$ cat config.mk
export PLATFORM = sky130hd
export DESIGN_NAME = vga_sync_receiver_flat
export DESIGN_NICKNAME = d
export VERILOG_FILES = /design/src/rtl/vga_pkg.sv /design/src/rtl/vga_sync_receiver_if.sv /design/src/rtl/sync_edge_detect.sv /design/src/rtl/vga_sync_receiver.sv /design/src/flat_wrapper.sv
export SDC_FILE = /design/constraint.sdc
export NUM_CORES = 1
export LEC_CHECK = 0
export CORE_AREA = 2 2 107 109
export DETAILED_ROUTE_END_ITERATION = 10
export DIE_AREA = 0 0 109 111
export PLACE_DENSITY = 0.8
export SETUP_SLACK_MARGIN = 0.05
export SLEW_MARGIN = 15
export SYNTH_ARGS = -nofsm -noshare
export SYNTH_HDL_FRONTEND = slang
export SYNTH_SLANG_ARGS = --single-unit
$ cat constraint.sdc
create_clock -name clk -period 4.4 [get_ports clk]
set_input_delay 0.88 -clock clk [delete_from_list [all_inputs] [get_ports clk]]
set_output_delay 0.88 -clock clk [all_outputs]
set_load 0.02 [all_outputs]
$ cat src/rtl/vga_pkg.sv
// Shared 640x480 VGA timing constants and receiver state encoding.
// Used by both the timing generator and the sync receiver.
package vga_pkg;

  localparam int H_ACTIVE = 640;
  localparam int H_START  = 144;
  localparam int V_ACTIVE = 480;
  localparam int V_START  = 35;
  localparam int H_TOTAL  = 800;
  localparam int V_TOTAL  = 525;

  typedef enum logic [1:0] {
    SEARCH,
    MEASURE,
    LOCKED
  } rx_state_t;

endpackage

$ cat src/rtl/vga_sync_receiver_if.sv
// VGA input pins and recovered pixel stream of the sync receiver.
// VGA_FRAME_CHECKSUM_EN adds the per-frame colour checksum.
interface vga_sync_receiver_if #(
  parameter int CW = 10
);

  logic          hsync;
  logic          vsync;
  logic [3:0]    red;
  logic [3:0]    green;
  logic [3:0]    blue;
  logic [CW-1:0] x;
  logic [CW-1:0] y;
  logic          pix_valid;
  logic [3:0]    r_out;
  logic [3:0]    g_out;
  logic [3:0]    b_out;
  logic          frame_start;
  logic          locked;
  logic [CW-1:0] h_total;
  logic [CW-1:0] v_total;
`ifdef VGA_FRAME_CHECKSUM_EN
  logic [15:0]   frame_sum;
`endif

  modport master (
    output hsync, vsync, red, green, blue,
    input  x, y, pix_valid,
    input  r_out, g_out, b_out,
    input  frame_start, locked,
    input  h_total, v_total
`ifdef VGA_FRAME_CHECKSUM_EN
    , input frame_sum
`endif
  );

  modport slave (
    input  hsync, vsync, red, green, blue,
    output x, y, pix_valid,
    output r_out, g_out, b_out,
    output frame_start, locked,
    output h_total, v_total
`ifdef VGA_FRAME_CHECKSUM_EN
    , output frame_sum
`endif
  );

endinterface

$ cat src/rtl/sync_edge_detect.sv
// Two-flop synchroniser plus previous-value register.
// fall pulses while the newest synced sample is the first low one.
module sync_edge_detect (
  input  logic clk,
  input  logic reset,
  input  logic en,
  input  logic din,
  output logic fall
);

  logic s1;
  logic s2;
  logic prev;

  always_ff @(posedge clk or posedge reset) begin
    if (reset) begin
      s1   <= 1'b0;
      s2   <= 1'b0;
      prev <= 1'b0;
    end else if (en) begin
      s1   <= din;
      s2   <= s1;
      prev <= s2;
    end
  end

  assign fall = prev & ~s2;

endmodule

$ cat src/rtl/vga_sync_receiver.sv
// VGA sync receiver: coordinate recovery, line/frame measurement, lock.
// VGA_FRAME_CHECKSUM_EN adds frame_sum over all valid pixels.
module vga_sync_receiver #(
  parameter int H_ACTIVE    = vga_pkg::H_ACTIVE,
  parameter int H_START     = vga_pkg::H_START,
  parameter int V_ACTIVE    = vga_pkg::V_ACTIVE,
  parameter int V_START     = vga_pkg::V_START,
  parameter int LOCK_FRAMES = 2,
  parameter int CW          = 10
) (
  input  logic               clk,
  input  logic               reset,
  input  logic               pix_en,
  vga_sync_receiver_if.slave bus
);

  import vga_pkg::*;

  localparam int MW = $clog2(LOCK_FRAMES + 1);
  localparam logic [CW-1:0] CMAX = '1;
  localparam logic [CW-1:0] H0 = CW'(H_START);
  localparam logic [CW-1:0] H1 = CW'(H_START + H_ACTIVE);
  localparam logic [CW-1:0] V0 = CW'(V_START);
  localparam logic [CW-1:0] V1 = CW'(V_START + V_ACTIVE);
  localparam logic [MW-1:0] MLAST = MW'(LOCK_FRAMES - 1);

  function automatic logic [CW-1:0] inc(input logic [CW-1:0] v);
    return (v == CMAX) ? v : v + CW'(1);
  endfunction

  logic          hfall, vfall;
  logic [11:0]   rgb1, rgb2;
  logic [CW-1:0] hcnt, vcnt, hcnt_n, vcnt_n, hlen, vlen;
  logic          hmis, hbad, match, sat;
  logic          go_lock, drop, lock_n, win, valid_n;
  logic [MW-1:0] mcnt;
  rx_state_t     state;

  logic [CW-1:0] x, y, h_total, v_total;
  logic [3:0]    r_out, g_out, b_out;
  logic          pix_valid, frame_start, locked;

  sync_edge_detect u_hs (
    .clk  (clk),
    .reset(reset),
    .en   (pix_en),
    .din  (bus.hsync),
    .fall (hfall)
  );

  sync_edge_detect u_vs (
    .clk  (clk),
    .reset(reset),
    .en   (pix_en),
    .din  (bus.vsync),
    .fall (vfall)
  );

  always_comb begin
    hlen   = inc(hcnt);
    vlen   = inc(vcnt);
    hcnt_n = hfall ? '0 : hlen;
    vcnt_n = vcnt;
    if (vfall)      vcnt_n = '0;
    else if (hfall) vcnt_n = vlen;
    // the line closing on this tick still belongs to the ending frame
    hbad    = hmis || (hfall && (hlen != h_total));
    match   = !hbad && (vlen == v_total);
    sat     = (hcnt_n == CMAX) || (vcnt_n == CMAX);
    go_lock = (state == MEASURE) && vfall && match && (mcnt == MLAST);
    drop    = (state == LOCKED) && ((vfall && !match) || sat);
    lock_n  = go_lock || ((state == LOCKED) && !drop);
    win     = (hcnt_n >= H0) && (hcnt_n < H1) &&
              (vcnt_n >= V0) && (vcnt_n < V1);
    valid_n = win && lock_n;
  end

  always_ff @(posedge clk or posedge reset) begin
    if (reset) begin
      state       <= SEARCH;
      mcnt        <= '0;
      rgb1        <= '0;
      rgb2        <= '0;
      hcnt        <= '0;
      vcnt        <= '0;
      hmis        <= 1'b0;
      h_total     <= '0;
      v_total     <= '0;
      x           <= '0;
      y           <= '0;
      r_out       <= '0;
      g_out       <= '0;
      b_out       <= '0;
      pix_valid   <= 1'b0;
      frame_start <= 1'b0;
      locked      <= 1'b0;
    end else begin
      frame_start <= pix_en && vfall;
      if (pix_en) begin
        rgb1 <= {bus.red, bus.green, bus.blue};
        rgb2 <= rgb1;
        hcnt <= hcnt_n;
        vcnt <= vcnt_n;
        hmis <= vfall ? 1'b0 : hbad;
        if (hfall) h_total <= hlen;
        if (vfall) v_total <= vlen;
        x         <= win ? hcnt_n - H0 : '0;
        y         <= win ? vcnt_n - V0 : '0;
        pix_valid <= valid_n;
        r_out     <= valid_n ? rgb2[11:8] : '0;
        g_out     <= valid_n ? rgb2[7:4]  : '0;
        b_out     <= valid_n ? rgb2[3:0]  : '0;
        locked    <= lock_n;
        unique case (state)
          SEARCH: begin
            if (vfall) begin
              state <= MEASURE;
              mcnt  <= '0;
            end
          end
          MEASURE: begin
            if (go_lock) begin
              state <= LOCKED;
              mcnt  <= '0;
            end else if (vfall) begin
              mcnt <= match ? mcnt + MW'(1) : '0;
            end
          end
          LOCKED: begin
            if (drop) state <= SEARCH;
          end
          default: state <= SEARCH;
        endcase
      end
    end
  end

  assign bus.x           = x;
  assign bus.y           = y;
  assign bus.pix_valid   = pix_valid;
  assign bus.r_out       = r_out;
  assign bus.g_out       = g_out;
  assign bus.b_out       = b_out;
  assign bus.frame_start = frame_start;
  assign bus.locked      = locked;
  assign bus.h_total     = h_total;
  assign bus.v_total     = v_total;

`ifdef VGA_FRAME_CHECKSUM_EN
  logic [15:0] acc, fsum, add;

  assign add = valid_n ? 16'(rgb2) : 16'd0;

  always_ff @(posedge clk or posedge reset) begin
    if (reset) begin
      acc  <= '0;
      fsum <= '0;
    end else if (pix_en) begin
      if (vfall) begin
        fsum <= acc;
        acc  <= add;
      end else begin
        acc <= acc + add;
      end
    end
  end

  assign bus.frame_sum = fsum;
`endif

endmodule

$ cat src/flat_wrapper.sv
// flat-port wrapper written by rule: the top's interface ports become plain ports
module vga_sync_receiver_flat import vga_pkg::*;
#(
  parameter int H_ACTIVE    = vga_pkg::H_ACTIVE,
  parameter int H_START     = vga_pkg::H_START,
  parameter int V_ACTIVE    = vga_pkg::V_ACTIVE,
  parameter int V_START     = vga_pkg::V_START,
  parameter int LOCK_FRAMES = 2,
  parameter int CW          = 10
)
  (clk, reset, pix_en, bus_hsync, bus_vsync, bus_red, bus_green, bus_blue, bus_x, bus_y, bus_pix_valid, bus_r_out, bus_g_out, bus_b_out, bus_frame_start, bus_locked, bus_h_total, bus_v_total);
  vga_sync_receiver_if #(.CW(CW)) bus_i ();
  input  logic clk;
  input  logic reset;
  input  logic pix_en;
  input wire logic [$bits(bus_i.hsync)-1:0] bus_hsync;
  input wire logic [$bits(bus_i.vsync)-1:0] bus_vsync;
  input wire logic [$bits(bus_i.red)-1:0] bus_red;
  input wire logic [$bits(bus_i.green)-1:0] bus_green;
  input wire logic [$bits(bus_i.blue)-1:0] bus_blue;
  output wire logic [$bits(bus_i.x)-1:0] bus_x;
  output wire logic [$bits(bus_i.y)-1:0] bus_y;
  output wire logic [$bits(bus_i.pix_valid)-1:0] bus_pix_valid;
  output wire logic [$bits(bus_i.r_out)-1:0] bus_r_out;
  output wire logic [$bits(bus_i.g_out)-1:0] bus_g_out;
  output wire logic [$bits(bus_i.b_out)-1:0] bus_b_out;
  output wire logic [$bits(bus_i.frame_start)-1:0] bus_frame_start;
  output wire logic [$bits(bus_i.locked)-1:0] bus_locked;
  output wire logic [$bits(bus_i.h_total)-1:0] bus_h_total;
  output wire logic [$bits(bus_i.v_total)-1:0] bus_v_total;
  assign bus_i.hsync = bus_hsync;
  assign bus_i.vsync = bus_vsync;
  assign bus_i.red = bus_red;
  assign bus_i.green = bus_green;
  assign bus_i.blue = bus_blue;
  assign bus_x = bus_i.x;
  assign bus_y = bus_i.y;
  assign bus_pix_valid = bus_i.pix_valid;
  assign bus_r_out = bus_i.r_out;
  assign bus_g_out = bus_i.g_out;
  assign bus_b_out = bus_i.b_out;
  assign bus_frame_start = bus_i.frame_start;
  assign bus_locked = bus_i.locked;
  assign bus_h_total = bus_i.h_total;
  assign bus_v_total = bus_i.v_total;
  vga_sync_receiver #(.H_ACTIVE(H_ACTIVE), .H_START(H_START), .V_ACTIVE(V_ACTIVE), .V_START(V_START), .LOCK_FRAMES(LOCK_FRAMES), .CW(CW)) u_core (.clk(clk), .reset(reset), .pix_en(pix_en), .bus(bus_i));
endmodule
; Word level (Yosys, flattened, before mapping)
; Cells that the tools add are included.
[word_totals]
regBits = 110
word_cells = 95
[op_classes]
addsub = 5
magnitude_cmp = 4
eq_ne = 13
muxes = 20
n_bitwise = 4
reduce_logical = 26
[ops]
columns = op, n
row1 = 10-bit 2-to-1 mux, 7
row2 = "10-bit == test, second input constant", 4
row3 = "10-bit by 1-bit adder with 10-bit output, second input constant", 2
row4 = "10-bit less-than comparator, second input constant", 2
row5 = 2-bit 2-to-1 mux, 7
row6 = 1-bit logical AND, 13
row7 = 4-bit 2-to-1 mux, 3
row8 = 10-bit == test, 1
row9 = "10-bit by 6-bit greater-or-equal comparator with 1-bit output, second input constant", 1
row10 = "10-bit by 8-bit greater-or-equal comparator with 1-bit output, second input constant", 1
row11 = 10-bit inequality test, 1
row12 = "10-bit by 6-bit subtractor with 10-bit output, second input constant", 1
row13 = "10-bit by 8-bit subtractor with 10-bit output, second input constant", 1
row14 = 4-bit AND reduction, 2
row15 = "2-bit by 1-bit inequality test with 1-bit output, second input constant", 3
row16 = 2-bit one-hot mux with 3 select lines, 1
row17 = "2-bit by 1-bit == test with 1-bit output, second input constant", 2
row18 = 1-bit logical OR, 4
row19 = 2-bit one-hot mux with 2 select lines, 1
row20 = 2-bit AND reduction, 2
row21 = 1-bit zero test, 3
row22 = "3-bit by 1-bit inequality test with 1-bit output, second input constant", 1
row23 = "2-bit by 1-bit adder with 2-bit output, second input constant", 1
row24 = 1-bit AND, 2
row25 = 5 further kinds, 6

; Logic depth before layout (Yosys ltp)
; Gate-level depths: netlist of run 1.
[depth]
word_depth = 16
depth_mapped = 14
ltp_nobuf = 12

; Hierarchy
; A second synthesis of run 1 with hierarchy kept.
[hier_totals]
hier_cells = 632
area_unflattened_um2 = 6292.3
[by_module_without_submodules]
columns = mod, instances, cells_each, area_each_um2
row1 = vga_sync_receiver, 1, 616, 6054.6
row2 = sync_edge_detect, 2, 8, 118.9

; Worst setup path after synthesis of run 1
; OpenSTA, ideal clock, no wires.
[synth_path]
kind = reg2reg
start = reg u_core.vcnt[0]
end = reg u_core.b_out[0] (netlist: u_core.bus.b_out[0])
t_arrival_ns = 2.849
setup_slack_ns = 1.430
path_stages_with_launch = 14
period_less_slack_ns = 2.970
path_cell_list = dfrtp_1 > ha_1 > nand3_2 > nor3_2 > nor2_1 > nand2_1 > a21oi_1 > ha_1 > a211o_1 > a211oi_1 > o21ai_1 > nor3b_2 > buf_6 > a22o_1
[synth_between]
elab_chain_cells = 13
elab_cells_between_ends = 24
classes_between = add/sub (1) / order compare (2) / eq/ne (3) / mux (4) / reduce/logical (14)
[synth_lines]
columns = item, line
row1 = start: declaration, vga_sync_receiver.sv:33  ; logic [CW-1:0] hcnt, vcnt, hcnt_n, vcnt_n, hlen, vlen;
row2 = start signal: assignment, vga_sync_receiver.sv:103  ; vcnt <= vcnt_n;
row3 = 10-bit by 1-bit adder with 10-bit output / 10-bit == test (equally long branches), vga_sync_receiver.sv:28  ; return (v == CMAX) ? v : v + CW'(1);
row4 = 10-bit 2-to-1 mux (*), vga_sync_receiver.sv:28
row5 = 10-bit 2-to-1 mux (*), vga_sync_receiver.sv:65  ; else if (hfall) vcnt_n = vlen;
row6 = 10-bit 2-to-1 mux (*), vga_sync_receiver.sv:64  ; if (vfall) vcnt_n = '0;
row7 = named net u_core.vcnt_n[1], vga_sync_receiver.sv:33
row8 = "parallel branches: the longest is 7 deep, another holds 10-bit by 6-bit greater-or-equal comparator with 1-bit output", -
row9 = 1-bit logical AND (*), vga_sync_receiver.sv:75  ; valid_n = win && lock_n;
row10 = 4-bit 2-to-1 mux (*), vga_sync_receiver.sv:112  ; b_out <= valid_n ? rgb2[3:0] : '0;
row11 = end signal: assignment, vga_sync_receiver.sv:112
row12 = end: declaration, vga_sync_receiver.sv:40  ; logic [3:0] r_out, g_out, b_out;
; Mark *: on every way through the listed nets, which the timed path passes.
; A chain may end at the register's enable or synchronous reset.

; Final worst setup path of run 1
[layout_path]
start = reg u_core.vcnt[0]
end = reg u_core.g_out[1] (netlist: u_core.bus.g_out[1])
[layout_between]
elab_chain_cells = 13
elab_cells_between_ends = 24
classes_between = add/sub (1) / order compare (2) / eq/ne (3) / mux (4) / reduce/logical (14)
[layout_lines]
columns = item, line
row1 = 10-bit by 1-bit adder with 10-bit output / 10-bit == test (equally long branches), vga_sync_receiver.sv:28
row2 = 10-bit 2-to-1 mux (*), vga_sync_receiver.sv:28
row3 = 10-bit 2-to-1 mux (*), vga_sync_receiver.sv:65
row4 = 10-bit 2-to-1 mux (*), vga_sync_receiver.sv:64
row5 = named net u_core.vcnt_n[1], vga_sync_receiver.sv:33
row6 = "parallel branches: the longest is 7 deep, another holds 10-bit by 6-bit greater-or-equal comparator with 1-bit output", -
row7 = 1-bit logical AND (*), vga_sync_receiver.sv:75
row8 = 4-bit 2-to-1 mux (*), vga_sync_receiver.sv:111  ; g_out <= valid_n ? rgb2[7:4] : '0;
row9 = end signal: assignment, vga_sync_receiver.sv:111
row10 = end: declaration, vga_sync_receiver.sv:40
; Marks and branches as above.

==> qor.yml, run 1 <==
hold_viol: 0
cts_tree: "done"
required_ps: 4690
drt_iter0_drc: 370
drive_above_1_share: 0.139
synth_fp_nets: 615
clkTransAtPathRegs_ps: 80
core_area_sq_um: 11100
hp-class: "flop to flop"
syn_avg_cell_area_sq_um: 10.2
r2r_setup_slack_ps: 380
wirelength_um: 14300
ys_top_cells_by_count: "dfrtp_1, nand2_1, mux2_2"
critPathLaunch: "u_core.vcnt[0]$_DFFE_PP0P_"
synth_area_leaders: "dfrtp_1, mux2_2, nand2_1"
cts_resized: 0
p_per_area_nw_per_um2: 406
clkPwrFrac: 0.285
n_antenna_cell: 0
post_cts_buffers: 0
grt_util_all_layers: 0.250
row_count: 39
setup-tns-final_ps: 0
leakage_nw: 2.86
yosysTopAreaCell: "dfrtp_1"
worstHoldStart: "u_core.bus.x[0]$_DFFE_PP0P_"
synth_edf_count: 0
drtPass1Iterations: 5
synthToLayoutAreaGrowth_pct: 16.6
slew_viol_final: 0
wl_per_cell_um: 18.3
comb_power_share: 0.272
synth_area_sq_um: 6020
synthCells: 591
gr-total-overflow: 0
drtAntennaViolNets: 0
avgViaCountPerCell: 6.10
num_vias: 4765
relSlewSlack: 0.256
dieArea_sq_um: 12100
ir_drop_mv: 0.234
finalNetCount: 657
timing.rr.end: "u_core.bus.g_out[1]$_DFFE_PP0P_"
arrival_ps: 4300
criticalPathCategory: "flop to flop"
io_buffers: 71
fmax_mhz: 249
gp_congestion: 0.957
ios: 72
yosysMostFrequentCell: "dfrtp_1"
start_kind: "flop"
fin_crit_ps: 4020
die_w_um: 109
async_flop_share: 1.00
ys_ff_latch: 110
setup_viol: 0
clock_latency_ps: 350
rsz0062_at_grt: "no"
sw_frac_of_total: 0.342
htreeDepth: 3
clk_path_buf_depth: 2
final_util: 0.633
synth_ff_type: "dfrtp_1"
cts_buffers: 9
drv_cap: 0
p_sw_w: 0.000972
synthDistinctLibCells: 69
min_period_over_period: 0.913
root_buffer: "clkbuf_16"
yosys_warnings: 0
ys_seq_area_frac: 0.457
grt_pass1_wl_um: 23800
initial_core_util: 0.543
cts_sinks: 110
tightestPinTransition_ps: 1110
holdBufCountCts: 0
antenna_found_initial: 0
clock_skew_ps: 7.32
cp-end-kind: "flop"
endpoint: "u_core.bus.g_out[1]$_DFFE_PP0P_"
grt_max_degree: 111
pwr-share-seq: 0.443
cp_max_fo: 13
synth_top_area_share: 0.457
run_status: "completed"
drc_errors: 0
die_y_um: 111
r2r.worst_path.cells: 12
dp_hpwl_um: 9870
r2r_start: "u_core.vcnt[0]$_DFFE_PP0P_"
p_int_w: 0.00187
grt_pass1_vias: 4706
[final cells by class]
type                       instances  area (sq um)
fill                             891          4060
timing repair buffer              76           756
tap                              143           179
clock buffer                      10           239
clock inverter                     6          51.3
inverter                          19          73.8
multi-input combinational        417          2970
sequential                       110          2750
[how the worst min path moves through the flow]
stage / end / slack, ps / cells after the start
3_3_place_gp: u_core.bus.g_out[3]$_DFFE_PP0P_ / 470 / 1
2_1_floorplan: u_core.mcnt[0]$_DFFE_PP0P_ / 450 / 1
4_1_cts: u_core.bus.x[0]$_DFFE_PP0P_ / 500 / 1
6_report: u_core.bus.x[0]$_DFFE_PP0P_ / 490 / 1
3_5_place_dp: u_core.bus.y[3]$_DFFE_PP0P_ / 470 / 1
5_1_grt: u_core.bus.x[8]$_DFFE_PP0P_ / 510 / 1
[worst max-delay path: stages (launching register included)]
cell and delay, ps:
dfrtp_1 550, ha_1 350, nand3_2 240, nor3_2 540, nor2_1 160, nand2_1 110, a21oi_1 70, ha_1 290
a211oi_1 400, a41oi_1 170, o21ai_1 120, nor3b_2 700, a22o_1 250
[cells in the final DEF, fill, tap and decap left out, drive strengths merged, types with 7 or more instances in the layout]
master and instances:
a21oi 25, a22o 12, a31oi 11, clkbuf 10, clkdlybuf4s50 70, dfrtp 110, ha 7, inv 22
mux2 44, nand2 58, nand3 17, nand4 9, nor2 29, nor3 9, o21ai 38, o22ai 7
o2bb2ai 21, o31ai 13, xnor2 20, xor2 10
[power by group through the flow]
stage / clock network, W / registers [W] / logic, W
finish: 0.000812 / 0.00126 / 0.000773
global route: 0.000866 / 0.00128 / 0.000843
CTS: 0.000820 / 0.00126 / 0.000771
detailed placement: 0 / 0.00128 / 0.000766
global placement: 0 / 0.00127 / 0.000755
floorplan: 0 / 0.00125 / 0.000563
[per-layer routing]
layer  global-route usage  up-vias  routed length (um)
met3               0.0476       21                1070
met5                    0        -                   0
met2                0.373      176                6640
met4               0.0932        0                 240
li1                     -     2238                   -
met1                0.360     2330                6330
[kinds of logic after synthesis]
| kind of cell | after synthesis | synth area share |
|---|---|---|
| AOI/OAI and AO/OA | 169 | 0.200 |
| xor gates and xnor gates | 30 | 0.0437 |
| and+or+nand+nor | 162 | 0.143 |
| DFF | 110 | 0.457 |
| muxes | 49 | 0.0913 |
| buffers and inverters | 64 | 0.0499 |
| adders and majority gates | 7 | 0.0146 |
[sequential cells by signal, indices dropped and copies added, names as in the netlist, 2 cells and up]
name	count
u_core.bus.r_out	4
u_core.hcnt	10
u_core.bus.x	10
u_core.bus.h_total	10
u_core.state	2
u_core.bus.v_total	10
u_core.mcnt	2
u_core.bus.y	10
u_core.rgb2	12
u_core.bus.g_out	4
u_core.bus.b_out	4
u_core.rgb1	12
u_core.vcnt	10
[per-stage QoR]
step	power [W]	setup slack, ps	std cells	hold slack [ps]	instance area, sq um
6_report	0.00285	383	781	490	7020
5_1_grt	0.00299	105	781	513	7020
4_1_cts	0.00285	432	781	495	7020
3_5_place_dp	0.00204	516	765	474	6730
3_3_place_gp	0.00202	718	765	468	6730
2_1_floorplan	0.00182	618	591	452	6020
No activity file was read; power rests on OpenSTA's default activity.
==> run 2, diff against run 1 <==
Settings changed: PLACE_DENSITY 0.8 to 0.91.
==> qor.yml, run 2 (synthesized netlist as in run 1, its figures left out) <==
path_delay_family: "simple AND/OR/NAND/NOR gates"
cts_sinks: 110
p_per_area_nw_per_um2: 412
setup-tns-final_ps: 0
drc_errors: 0
critPathLaunch: "u_core.vcnt[0]$_DFFE_PP0P_"
leakage_nw: 2.88
clock_skew_ps: 10.2
slowest_delay_ps: 560
pwr-share-seq: 0.437
dieArea_sq_um: 12100
grt_pass1_wl_um: 24200
clk_path_buf_depth: 2
clock_latency_ps: 360
fillerInstances: 852
rsz0062_at_grt: "no"
start_kind: "flop"
antenna_found_initial: 0
cp_max_fo: 13
sw_frac_of_total: 0.338
cts_buffers: 9
multi_input_area_sq_um: 2970
initial_core_util: 0.543
root_buffer: "clkbuf_16"
p_sw_w: 0.000981
comb_power_share: 0.273
drtAntennaViolNets: 0
n_antenna_cell: 0
core_area_sq_um: 11100
setup_viol: 0
register_area_sq_um: 2750
cp_num_buf_inv: 0
holdBufCountCts: 0
fin_crit_ps: 4000
min_period_over_period: 0.908
fmax_mhz: 250
finalNetCount: 658
die_y_um: 111
final_util: 0.635
synthToLayoutAreaGrowth_pct: 17.0
drive_above_1_share: 0.142
io_buffers: 71
clkTransAtPathRegs_ps: 70
grt_util_all_layers: 0.255
critical_path.most_common_cell: "ha_1"
p_int_w: 0.00192
wirelength_um: 14600
cpMaxStageDelayCell: "dfrtp_1"
gr-total-overflow: 0
clkPwrFrac: 0.291
cp-end-kind: "flop"
worstHoldStart: "u_core.rgb2[3]$_DFFE_PP0P_"
required_ps: 4680
dp_hpwl_um: 9970
criticalPathCategory: "flop to flop"
slew_viol_final: 0
final_common_cell: "dfrtp_1"
holdWs_ps: 491
hp-class: "flop to flop"
ir_drop_mv: 0.273
num_vias: 4930
drtPass1Iterations: 5
arrival_ps: 4280
run_status: "completed"
die_w_um: 109
reg_top3: "u_core.rgb1: 12 flops, u_core.rgb2: 12 flops"
ios: 72
tightestPinTransition_ps: 1090
drt_iter0_drc: 491
avgViaCountPerCell: 6.30
most-common-layout-cells: "dfrtp_1, clkdlybuf4s50_1, nand2_1"
gp_congestion: 0.997
row_count: 39
grt_max_degree: 94
cts_tree: "done"
path_cells: "ha_1, nand3_2, nor3_2, nor2_1, nand2_1, a21oi_1, ha_1, a211oi_1, a41oi_1, o21ai_1, nor3b_4, a22o_1"
wl_per_cell_um: 18.7
htreeDepth: 3
drv_cap: 0
r2r_start: "u_core.vcnt[0]$_DFFE_PP0P_"
hold_viol: 0
relSlewSlack: 0.267
grt_pass1_vias: 4785
run 2: power by group through the flow:
stage	Combinational, W	Sequential, W	Clock (W)
after floorplan	0.000563	0.00125	0
after global placement	0.000756	0.00127	0
after detailed placement	0.000771	0.00128	0
after CTS	0.000782	0.00126	0.000853
after global routing	0.000868	0.00128	0.000898
final	0.000791	0.00127	0.000843
run 2: layout make-up:
cell class / count / share of cell area
clock buffers: 9 / 0.0320
well taps: 143 / 0.0254
multi-input cells: 417 / 0.423
flip-flops and latches: 110 / 0.391
inverters: 19 / 0.0108
repair buffers: 77 / 0.107
clock inverters: 7 / 0.0116
run 2: worst paths after layout:
path,to,slack [ps],cells past startpoint
setup / recovery,u_core.bus.r_out[0]$_DFFE_PP0P_,400,12
hold / removal,u_core.bus.b_out[3]$_DFFE_PP0P_,490,1
min in group asynchronous,u_core.rgb1[9]$_DFFE_PP0P_,1050,2
setup reg to reg,u_core.bus.r_out[0]$_DFFE_PP0P_,400,12
max in group asynchronous,u_core.vcnt[1]$_DFFE_PP0P_,2610,3
hold reg to reg,u_core.bus.b_out[3]$_DFFE_PP0P_,490,1
run 2: worst register-to-register path: stages, from the launching register on:
cell and delay (ps):
dfrtp_1 560, ha_1 360, nand3_2 260, nor3_2 550, nor2_1 170, nand2_1 100, a21oi_1 70, ha_1 280
a211oi_1 390, a41oi_1 190, o21ai_1 190, nor3b_4 570, a22o_1 240
run 2: layer usage:
metal	track usage	wire, um	vias up
li1	-	-	2244
met1	0.365	6100	2415
met2	0.386	7020	233
met3	0.0529	1180	38
met4	0.0829	328	0
met5	0	0	-
run 2: stage by stage:
| stage | total power, W | instance area, sq um | std cells | setup slack, ps |
|---|---|---|---|---|
| after global placement | 0.00202 | 6720 | 766 | 689 |
| after floorplan | 0.00182 | 6020 | 591 | 618 |
| after detailed placement | 0.00205 | 6720 | 766 | 448 |
| after CTS | 0.00290 | 7030 | 782 | 378 |
| after global routing | 0.00305 | 7040 | 782 | 126 |
| final | 0.00290 | 7040 | 782 | 404 |
run 2: repair_timing:
| action | 4_1_cts | 5_1_grt |
|---|---|---|
| endpoints found under the hold margin | 0 | 0 |
| setup endpoints to repair | 0 | 19 |
| buffers inserted | 0 | 0 |
| gates resized for setup | 0 | 2 |
